**src/rtl/cpu_pkg.sv**
```systemverilog
// -----------------------------------------------------------------------------
// cpu_pkg
// Shared definitions for the 4-bit CPU control path.
//   - Opcode constants (upper nibble of the 8-bit instruction word)
//   - Datapath source-select encodings for {select_b, select_a}
//   - Sequencer state enum
//   - Decoded control bundle produced by instr_decoder
// -----------------------------------------------------------------------------
package cpu_pkg;

    localparam logic [3:0] OP_ADD_A_IM = 4'b0000;
    localparam logic [3:0] OP_MOV_A_B  = 4'b0001;
    localparam logic [3:0] OP_IN_A     = 4'b0010;
    localparam logic [3:0] OP_MOV_A_IM = 4'b0011;
    localparam logic [3:0] OP_MOV_B_A  = 4'b0100;
    localparam logic [3:0] OP_ADD_B_IM = 4'b0101;
    localparam logic [3:0] OP_IN_B     = 4'b0110;
    localparam logic [3:0] OP_MOV_B_IM = 4'b0111;
    localparam logic [3:0] OP_OUT_B    = 4'b1001;
    localparam logic [3:0] OP_OUT_IM   = 4'b1011;
    localparam logic [3:0] OP_JNC      = 4'b1110;
    localparam logic [3:0] OP_JMP      = 4'b1111;

    // {select_b, select_a}
    localparam logic [1:0] SEL_A    = 2'b00;
    localparam logic [1:0] SEL_B    = 2'b01;
    localparam logic [1:0] SEL_IN   = 2'b10;
    localparam logic [1:0] SEL_ZERO = 2'b11;

    typedef enum logic [1:0] {
        ST_HALT  = 2'd0,
        ST_FETCH = 2'd1,
        ST_EXEC  = 2'd2
    } state_t;

    typedef struct packed {
        logic [1:0] sel;      // {select_b, select_a}
        logic [3:0] load;     // one-hot write strobe: [0]=A [1]=B [2]=OUT [3]=spare
        logic       use_imm;  // drive the instruction immediate onto im
        logic       is_jmp;
        logic       is_jnc;
        logic       illegal;
    } ctrl_t;

endpackage

```
**src/rtl/instr_decoder.sv**
```systemverilog
// -----------------------------------------------------------------------------
// instr_decoder
// Purely combinational opcode decoder.
// Ports:
//   opcode  in   4   instruction opcode (rom_data[7:4])
//   ctrl    out  ctrl_t  select, load strobes, immediate use, jump kind, illegal
// Undefined opcodes (1000, 1010, 1100, 1101) decode as a NOP with the
// illegal flag set; the spare load strobe is never produced.
// -----------------------------------------------------------------------------
module instr_decoder
    import cpu_pkg::*;
(
    input  logic [3:0] opcode,
    output ctrl_t      ctrl
);

    always_comb begin
        ctrl         = '0;
        ctrl.sel     = SEL_ZERO;
        case (opcode)
            OP_ADD_A_IM: begin ctrl.sel = SEL_A;    ctrl.load = 4'b0001; ctrl.use_imm = 1'b1; end
            OP_MOV_A_B:  begin ctrl.sel = SEL_B;    ctrl.load = 4'b0001; end
            OP_IN_A:     begin ctrl.sel = SEL_IN;   ctrl.load = 4'b0001; end
            OP_MOV_A_IM: begin ctrl.sel = SEL_ZERO; ctrl.load = 4'b0001; ctrl.use_imm = 1'b1; end
            OP_MOV_B_A:  begin ctrl.sel = SEL_A;    ctrl.load = 4'b0010; end
            OP_ADD_B_IM: begin ctrl.sel = SEL_B;    ctrl.load = 4'b0010; ctrl.use_imm = 1'b1; end
            OP_IN_B:     begin ctrl.sel = SEL_IN;   ctrl.load = 4'b0010; end
            OP_MOV_B_IM: begin ctrl.sel = SEL_ZERO; ctrl.load = 4'b0010; ctrl.use_imm = 1'b1; end
            OP_OUT_B:    begin ctrl.sel = SEL_B;    ctrl.load = 4'b0100; end
            OP_OUT_IM:   begin ctrl.sel = SEL_ZERO; ctrl.load = 4'b0100; ctrl.use_imm = 1'b1; end
            OP_JNC:      begin ctrl.use_imm = 1'b1; ctrl.is_jnc = 1'b1; end
            OP_JMP:      begin ctrl.use_imm = 1'b1; ctrl.is_jmp = 1'b1; end
            default:     ctrl.illegal = 1'b1;
        endcase
    end

endmodule

```
**src/rtl/instr_sequencer.sv**
```systemverilog
// -----------------------------------------------------------------------------
// instr_sequencer
// Control unit for the 4-bit datapath. Owns pc and the carry flag, fetches
// instructions from a synchronous ROM and drives the datapath controls for
// one cycle per instruction (FETCH, EXEC -> 2 cycles per instruction).
// Ports:
//   clk, n_reset        clock, synchronous active-low reset
//   run                 1 = keep executing, 0 = stop at next instruction boundary
//   rom_addr  out PC_W  ROM address (= pc)
//   rom_data  in  8     instruction, valid the cycle after rom_addr
//   alu_carry in  1     datapath carry-out for the current select/im
//   select_a, select_b  datapath source select
//   load0..load3        write strobes (A, B, OUT, spare)
//   im        out 4     immediate to the ALU
//   pc, cf, halted      architectural state / status
//   illegal             one-cycle pulse while executing an undefined opcode
// -----------------------------------------------------------------------------
module instr_sequencer
    import cpu_pkg::*;
#(
    parameter int PC_W = 4
)(
    input  logic            clk,
    input  logic            n_reset,
    input  logic            run,
    output logic [PC_W-1:0] rom_addr,
    input  logic [7:0]      rom_data,
    input  logic            alu_carry,
    output logic            select_a,
    output logic            select_b,
    output logic            load0,
    output logic            load1,
    output logic            load2,
    output logic            load3,
    output logic [3:0]      im,
    output logic [PC_W-1:0] pc,
    output logic            cf,
    output logic            halted,
    output logic            illegal
);

    state_t          state, state_nxt;
    logic [PC_W-1:0] pc_nxt;
    logic            cf_nxt;
    ctrl_t           dec;
    logic            exec_act;
    logic [PC_W-1:0] imm_pc;

    instr_decoder u_decoder (
        .opcode (rom_data[7:4]),
        .ctrl   (dec)
    );

    // Reset gates the strobes combinationally so an instruction caught by
    // reset mid-EXEC never writes the datapath.
    assign exec_act = (state == ST_EXEC) && n_reset;
    assign imm_pc   = PC_W'(rom_data[3:0]);
    assign rom_addr = pc;
    assign halted   = (state == ST_HALT);

    always_comb begin
        {select_b, select_a} = SEL_ZERO;
        {load3, load2, load1, load0} = 4'b0000;
        im      = 4'd0;
        illegal = 1'b0;
        if (exec_act) begin
            {select_b, select_a} = dec.sel;
            {load3, load2, load1, load0} = dec.load;
            im      = dec.use_imm ? rom_data[3:0] : 4'd0;
            illegal = dec.illegal;
        end
    end

    always_comb begin
        state_nxt = state;
        pc_nxt    = pc;
        cf_nxt    = cf;
        case (state)
            ST_HALT: begin
                if (run) state_nxt = ST_FETCH;
            end
            ST_FETCH: begin
                state_nxt = ST_EXEC;
            end
            ST_EXEC: begin
                // JNC tests the flag as it stood before this instruction.
                cf_nxt = alu_carry;
                if (dec.is_jmp || (dec.is_jnc && !cf))
                    pc_nxt = imm_pc;
                else
                    pc_nxt = pc + PC_W'(1);
                state_nxt = run ? ST_FETCH : ST_HALT;
            end
            default: state_nxt = ST_HALT;
        endcase
    end

    always_ff @(posedge clk) begin
        if (!n_reset) begin
            state <= ST_HALT;
            pc    <= '0;
            cf    <= 1'b0;
        end else begin
            state <= state_nxt;
            pc    <= pc_nxt;
            cf    <= cf_nxt;
        end
    end

endmodule

```
**config.mk**
```make
export PLATFORM = sky130hd
export DESIGN_NAME = instr_sequencer
export DESIGN_NICKNAME = d
export VERILOG_FILES = /design/src/rtl/cpu_pkg.sv /design/src/rtl/instr_decoder.sv /design/src/rtl/instr_sequencer.sv
export SDC_FILE = /design/constraint.sdc
export NUM_CORES = 1
export LEC_CHECK = 0
export BUFFER_PORTS_ARGS = -buffer_cell sky130_fd_sc_hd__buf_4
export CAP_MARGIN = 20
export CORE_MARGIN = 2
export CORE_UTILIZATION = 42
export CTS_BUF_LIST = sky130_fd_sc_hd__clkbuf_16
export DETAILED_ROUTE_END_ITERATION = 10
export GPL_TIMING_DRIVEN = 0
export PLACE_DENSITY_LB_ADDON = 0.08
export SLEW_MARGIN = 10
export SYNTH_ARGS = -nofsm -noshare
export SYNTH_HDL_FRONTEND = slang
export SYNTH_HIERARCHICAL = 1
export SYNTH_SLANG_ARGS = --single-unit
```
**constraint.sdc**
```tcl
create_clock -name clk -period 1.3 [get_ports clk]
set_input_delay 0.13 -clock clk [delete_from_list [all_inputs] [get_ports clk]]
set_output_delay 0.13 -clock clk [all_outputs]
set_load 0.05 [all_outputs]
```
==> results of run 1 <==
## metal layers
layer / vias to the layer above / global-route usage / routed length [µm]
met3: 5 / 0.08152 / 136
met4: 0 / 0.1048 / 26
met1: 337 / 0.3045 / 803
met5: - / 0 / 0
li1: 342 / - / -
met2: 37 / 0.4688 / 951
## metrics by stage
stage	total power [mW]	hold WS [ns]	std cells
floorplan	0.3446	0.2510	80
global placement	0.4019	0.3522	124
detailed placement	0.4045	0.3593	124
CTS	0.9603	0.1222	132
global route	0.9949	0.1339	132
finish	0.9614	0.1178	132
## critical path, delay by kind of cell
family          cells  cell delay (ns)
simple gates        2             0.78
buf+inv             2             0.25
compound gates      1             0.11
## registers in the layout, summed over array words and instances (netlist names)
| signal | flops |
|---|---|
| cf | 1 |
| pc | 4 |
| state | 2 |
## kinds of logic after synthesis
family | count (synthesis) | share of synthesized area
muxes | 2 | 0.03463
buffers and inverters | 14 | 0.1472
and+or+nand+nor | 42 | 0.3766
other | 1 | 0.006487
DFF | 7 | 0.2424
AOI/OAI and AO/OA | 13 | 0.1710
adders and majority gates | 1 | 0.02164
## placed cells by master (no fill, tap or decap), types with 2 or more instances in the layout
cell type  netlist  layout
buf_8            0      10
buf_6            1       3
o21ai_0          2       2
buf_4            6      28
a31oi_1          2       2
and3_1          10       2
inv_2            2       2
mux2i_1          2       2
or3_4            0       2
inv_1            3       4
clkbuf_16        0       3
nor2_1          10       9
a21oi_1          4       4
dfxtp_2          0       4
dfxtp_1          7       2
and3_4           0       8
nand2_1         10      10
nand3b_1         2       2
nand3_1          2       2
## where the power goes
part	leakage [nW]	switching [mW]	internal [mW]	total [mW]
logic	0.425	0.120	0.0913	0.211
clock network	0.0423	0.118	0.400	0.518
registers	0.0594	0.00869	0.223	0.232
total	0.527	0.247	0.715	0.961
## area by class of cell
type | instances | share of cell area
multi-input cells | 59 | 0.3986
repair buffers | 35 | 0.3126
flip-flops and latches | 7 | 0.1348
clock buffers | 3 | 0.06795
plain buffers | 7 | 0.04870
inverters | 5 | 0.01699
well taps | 15 | 0.01699
clock inverters | 1 | 0.003398
## timing repair
| action | 4_1_cts | 5_1_grt |
|---|---|---|
| gates cloned | 0 | 0 |
| setup endpoints to repair | 10 | 10 |
| hold buffers | 0 | 0 |
| pin swaps | 6 | 5 |
| resized for setup | 40 | 5 |
| setup buffers | 4 | 2 |
## final timing paths
check	startpoint	endpoint	slack [ns]	cells after the start
worst max-delay path	rom_data[6]	im[3]	-0.09	5
worst min-delay path	run	state[0]$_SDFFE_PN0P_	0.12	3
worst max register to register	state[1]$_SDFFE_PN0P_	pc[1]$_SDFFE_PN0N_	0.13	4
worst min register to register	state[1]$_SDFFE_PN0P_	state[1]$_SDFFE_PN0P_	0.45	1
==> impl_metrics.toml, run 1 <==
[status]
outcome = "complete, but fails checks"
violations = "setup timing"

[timing]
fin_crit_sh = 1.069
fmax_ghz = 0.7194
setup_tns_ns = -0.4252
setup_viol = 6
finalMaxSlewViolations = 0
hold_violations = 0
clock_skew_ns = 0.001217
worst_slack_ns = -0.09000
rsz0062_at_grt = "yes"
fin_crit_ns = 1.390

[setup_path]
crit_top_cell = "buf_8"
worst_ep_required_time_ns = 1.17
cp_slowest_cell = "or4_4"
cp-end-kind = "output pin"
crit_arrival_ns = 1.26
start_kind = "input port"
cp_cell_sequence = "buf_8 -> or4_4 -> o221ai_4 -> and3_4 -> buf_8"
max_stage_delay_ns = 0.54
cp_max_fo = 7
path_class = "input port to output pin"

[cells_and_area]
diodes = 0
fin_nets = 131
regArea_um2 = 148.9
postLayoutCellArea_mm2 = 0.001105
final_core_util = 0.8490
multi_input_area_um2 = 440.4
drive_gt1_frac = 0.5897
areaGrowthSynthToFinish_pct = 91.13
nFillCells = 75

[drt]
drc_errors = 0
dr.pass1.iters = 4
wl_per_cell_um = 14.53
vias = 721
drtIter0Drc = 20
vias_per_cell = 5.462
drt.antenna.violating_nets = 0
wirelength_um = 1918

[clock_tree]
cts_tree = "yes"
htree_levels = 1
cts_sinks = 7
cts_root_buffer = "clkbuf_16"
cts_buffers = 3
clk_pin_slew_ns = 0.03
clk_latency_ns = 0.23
cts_buffer_depth = 2

[placement]
gp_congestion = 0.7041
placed_cell_area_um2 = 823.3
dpl.hpwl_um = 1174
io_buffers = 29
pre_cts_ws_ns = -0.1928

[worst_hold_path]
holdCritPathClass = "input port to flop"

[yosys]
synth_cell_types = 28
syn_nets = 93
netlist_top_cells_count = "10 x and3_1, 10 x nand2_1, 10 x nor2_1"
syn_area_um2 = 578.1
ys_ff_latch = 7
yosysWarnings = 6
synth_edf_count = 0
synthTopCellsByArea = "dfxtp_1 24%, and3_1 11%, buf_4 7.8%"
synth_area_leader_cell = "dfxtp_1"
syn_area_per_cell_um2 = 7.226
yosysSeqAreaShare = 0.2424
synth_top_area_share = 0.2424
synth_ff_type = "dfxtp_1"
synth_cells = 80
async_flop_share = 0

[power_and_ir_drop]
vdd_ir_drop_max_mv = 0.8721
p_per_area_mw_per_mm2 = 870.2
p_leak_nw = 0.5268

[floorplanning]
pin_count = 33
core-area_mm2 = 0.001301
initial_core_util = 0.4442
row_count = 13
fp.dieArea_mm2 = 0.001689
fp.dieH_um = 41.10
die_w_um = 41.10

[grt]
grt_max_degree = 11
grt_pass1_vias = 681
grt_pass1_wl_um = 2898
antenna_found_initial = 0
gr-usage-all-layers = 0.2700
grt-ovfl-total = 0

[run]
maxCapViolCount = 0
(Power assumes the default switching activity.)
==> run 2: changes to the inputs <==
- ABC_AREA: unset -> 1
==> run 2 against run 1 <==
  * The flow still finishes with violations (setup timing)
  * Synthesized cell count up 25%
  * Wire length down 17%
  * Count of clock-buffer cells in the layout unchanged
  * Combinational power down 7%
  * Final area down 11%
  * Power down 0.84%
  * Register-to-register slack better by 0.08 ns
  * Via count down 1.9%
  * Largest power group unchanged
==> impl_metrics.toml, run 2 <==
[timing]
clock_skew_ns = 0.0008808
tightest_slew_ns = 0.8798
setup_viol = 4
finalMaxSlewViolations = 0
relSlewSlack = 0.4113
setup_tns_ns = -0.1015
fin_crit_ns = 1.346
hold_violations = 0
fmax_ghz = 0.7428
fin_crit_sh = 1.036
worst_slack_ns = -0.04619
rsz0062_at_grt = "yes"

[yosys]
yosysSeqAreaShare = 0.2419
syn_area_per_cell_um2 = 5.793
syn_area_um2 = 579.3
synth_top_area_share = 0.2419
yosysMostFrequentCell = "nand2_1"
synthTopCellsByArea = "dfxtp_1 24%, nand2_1 15%, inv_1 13%"
syn_nets = 113
netlist_top_cells_count = "23 x nand2_1, 20 x inv_1, 14 x nor2_1"
synth_cell_types = 22
synth_ff_type = "dfxtp_1"
ys_ff_latch = 7
yosysWarnings = 6
synth_area_leader_cell = "dfxtp_1"
synth_cells = 100
async_flop_share = 0
synth_edf_count = 0

[placement]
dpl.hpwl_um = 1118
gp_congestion = 0.8301
io_buffers = 31

[floorplanning]
row_count = 13
fp.dieH_um = 41.14
initial_core_util = 0.4452
die_w_um = 41.14
fp.dieArea_mm2 = 0.001693
core-area_mm2 = 0.001301
pin_count = 33

[cells_and_area]
areaGrowthSynthToFinish_pct = 69.55
reg.largest.list = "pc: 4 flops, state: 2 flops, cf: 1 flops"
multi_input_area_um2 = 324.1
final_core_util = 0.7548
nFillCells = 110
largest_register_ffs = 4
diodes = 0
final_common_cell = "buf_4"
final_cell_mix = "32 x buf_4, 23 x nand2_1, 20 x inv_1"
largest-register = "pc"
fin_nets = 153
drive_gt1_frac = 0.4101
regArea_um2 = 145.1

[clock_tree]
cts_tree = "yes"
cts_sinks = 7
cts_buffers = 3
htree_levels = 1
cts_buffer_depth = 2
cts_hold_buf = 0
cts_root_buffer = "clkbuf_16"
clk_latency_ns = 0.23
clk_pin_slew_ns = 0.04

[setup_path]
start_kind = "flop"
cp-end-kind = "output pin"
worst_ep_required_time_ns = 1.17
cp_max_fo = 9
worstRegToRegCells = 6
crit_arrival_ns = 1.22
path_class = "flop to output pin"

[drt]
drtIter0Drc = 9
vias_per_cell = 4.591
dr.pass1.iters = 4
drc_errors = 0
wl_per_cell_um = 10.31
wirelength_um = 1587
drt.antenna.violating_nets = 0
vias = 707

[power_and_ir_drop]
pwr-share-seq = 0.246
p_leak_nw = 0.5240
intPower_mw = 0.7020
p_comb_frac = 0.207
p_per_area_mw_per_mm2 = 970.6
clkPwrFrac = 0.547
p_sw_mw = 0.2514
p_sw_frac = 0.2637
vdd_ir_drop_max_mv = 0.8293

[run]
maxCapViolCount = 0

[worst_hold_path]
holdCritPathClass = "input port to flop"
hold_depth = 2

[grt]
grt-ovfl-total = 0
grt_max_degree = 10
met1_usage = 0.2697
busiest_layer = "met2"
antenna_found_initial = 0
grt_pass1_vias = 501
met3_usage = 0.04891
grt_use_met2 = 0.2891
gr-usage-all-layers = 0.1951
grt_pass1_wl_um = 2104

[status]
outcome = "complete, but fails checks"
violations = "setup timing"
## run 2: area by class of cell
class                           instances  area share
Inverter                               22     0.08662
Tap cell                               15     0.01911
Buffer                                  5     0.03822
Sequential cell                         7      0.1478
Clock buffer                            3     0.07643
Multi-Input combinational cell         66      0.3299
Clock inverter                          1    0.003822
Timing Repair Buffer                   35      0.2981
## run 2: worst max-delay path, cell delays in order (launching register included)
cell	delay, ns
dfxtp_2	0.31
inv_2	0.07
nand2_4	0.06
nor2_4	0.11
inv_4	0.06
or2_1	0.22
buf_6	0.15
## run 2: stage by stage
stage | area (µm²) | instances | hold slack, ns | total power, mW | setup slack [ns]
finish | 982.2 | 154 | 0.1683 | 0.9533 | -0.04619
CTS | 957.2 | 153 | 0.1687 | 0.9541 | -0.07303
global route | 982.2 | 154 | 0.1687 | 0.9902 | -0.09515
global placement | 833.3 | 146 | 0.3937 | 0.4174 | 0.08374
detailed placement | 833.3 | 146 | 0.4063 | 0.4194 | 0.05252
floorplan | 581.8 | 100 | 0.2609 | 0.3545 | -0.1084
## run 2: cell families (layout without fill, tap and decap cells)
group,Yosys count,count (layout),share of synthesized area
flip-flops,7,7,0.2419
AO/OA/AOI/OAI,12,12,0.1145
AND/OR/NAND/NOR,52,52,0.4082
buffers and inverters,27,66,0.2074
other,1,1,0.006473
adder cells (fa/ha/maj),1,1,0.02159
## run 2: timing repair
action,4_1_cts,5_1_grt
gates resized for setup,8,6
pin swaps,2,1
setup buffers,3,1
endpoints found under the setup margin,10,10
## run 2: power groups by stage
stage                     Sequential [mW]  Clock, mW  Combinational [mW]
final                               0.235      0.522               0.197
after global routing                0.235      0.543               0.212
after CTS                           0.234      0.529               0.191
after detailed placement            0.237          0               0.183
after global placement              0.236          0               0.181
after floorplan                     0.252          0               0.102
## run 2: path summary, 6_finish.rpt
path | from | to | slack (ns)
worst min register to register | state[1]$_SDFFE_PN0P_ | state[1]$_SDFFE_PN0P_ | 0.45
worst max register to register | cf$_SDFFE_PN0N_ | pc[0]$_SDFFE_PN0N_ | 0.21
worst min-delay path | run | state[0]$_SDFFE_PN0P_ | 0.17
worst max-delay path | state[0]$_SDFFE_PN0P_ | select_a | -0.05
## run 2: routing by layer
layer | vias up | wire, µm
li1 | 377 | -
met1 | 308 | 734
met2 | 19 | 759
met3 | 3 | 77
met4 | 0 | 16
met5 | - | 0
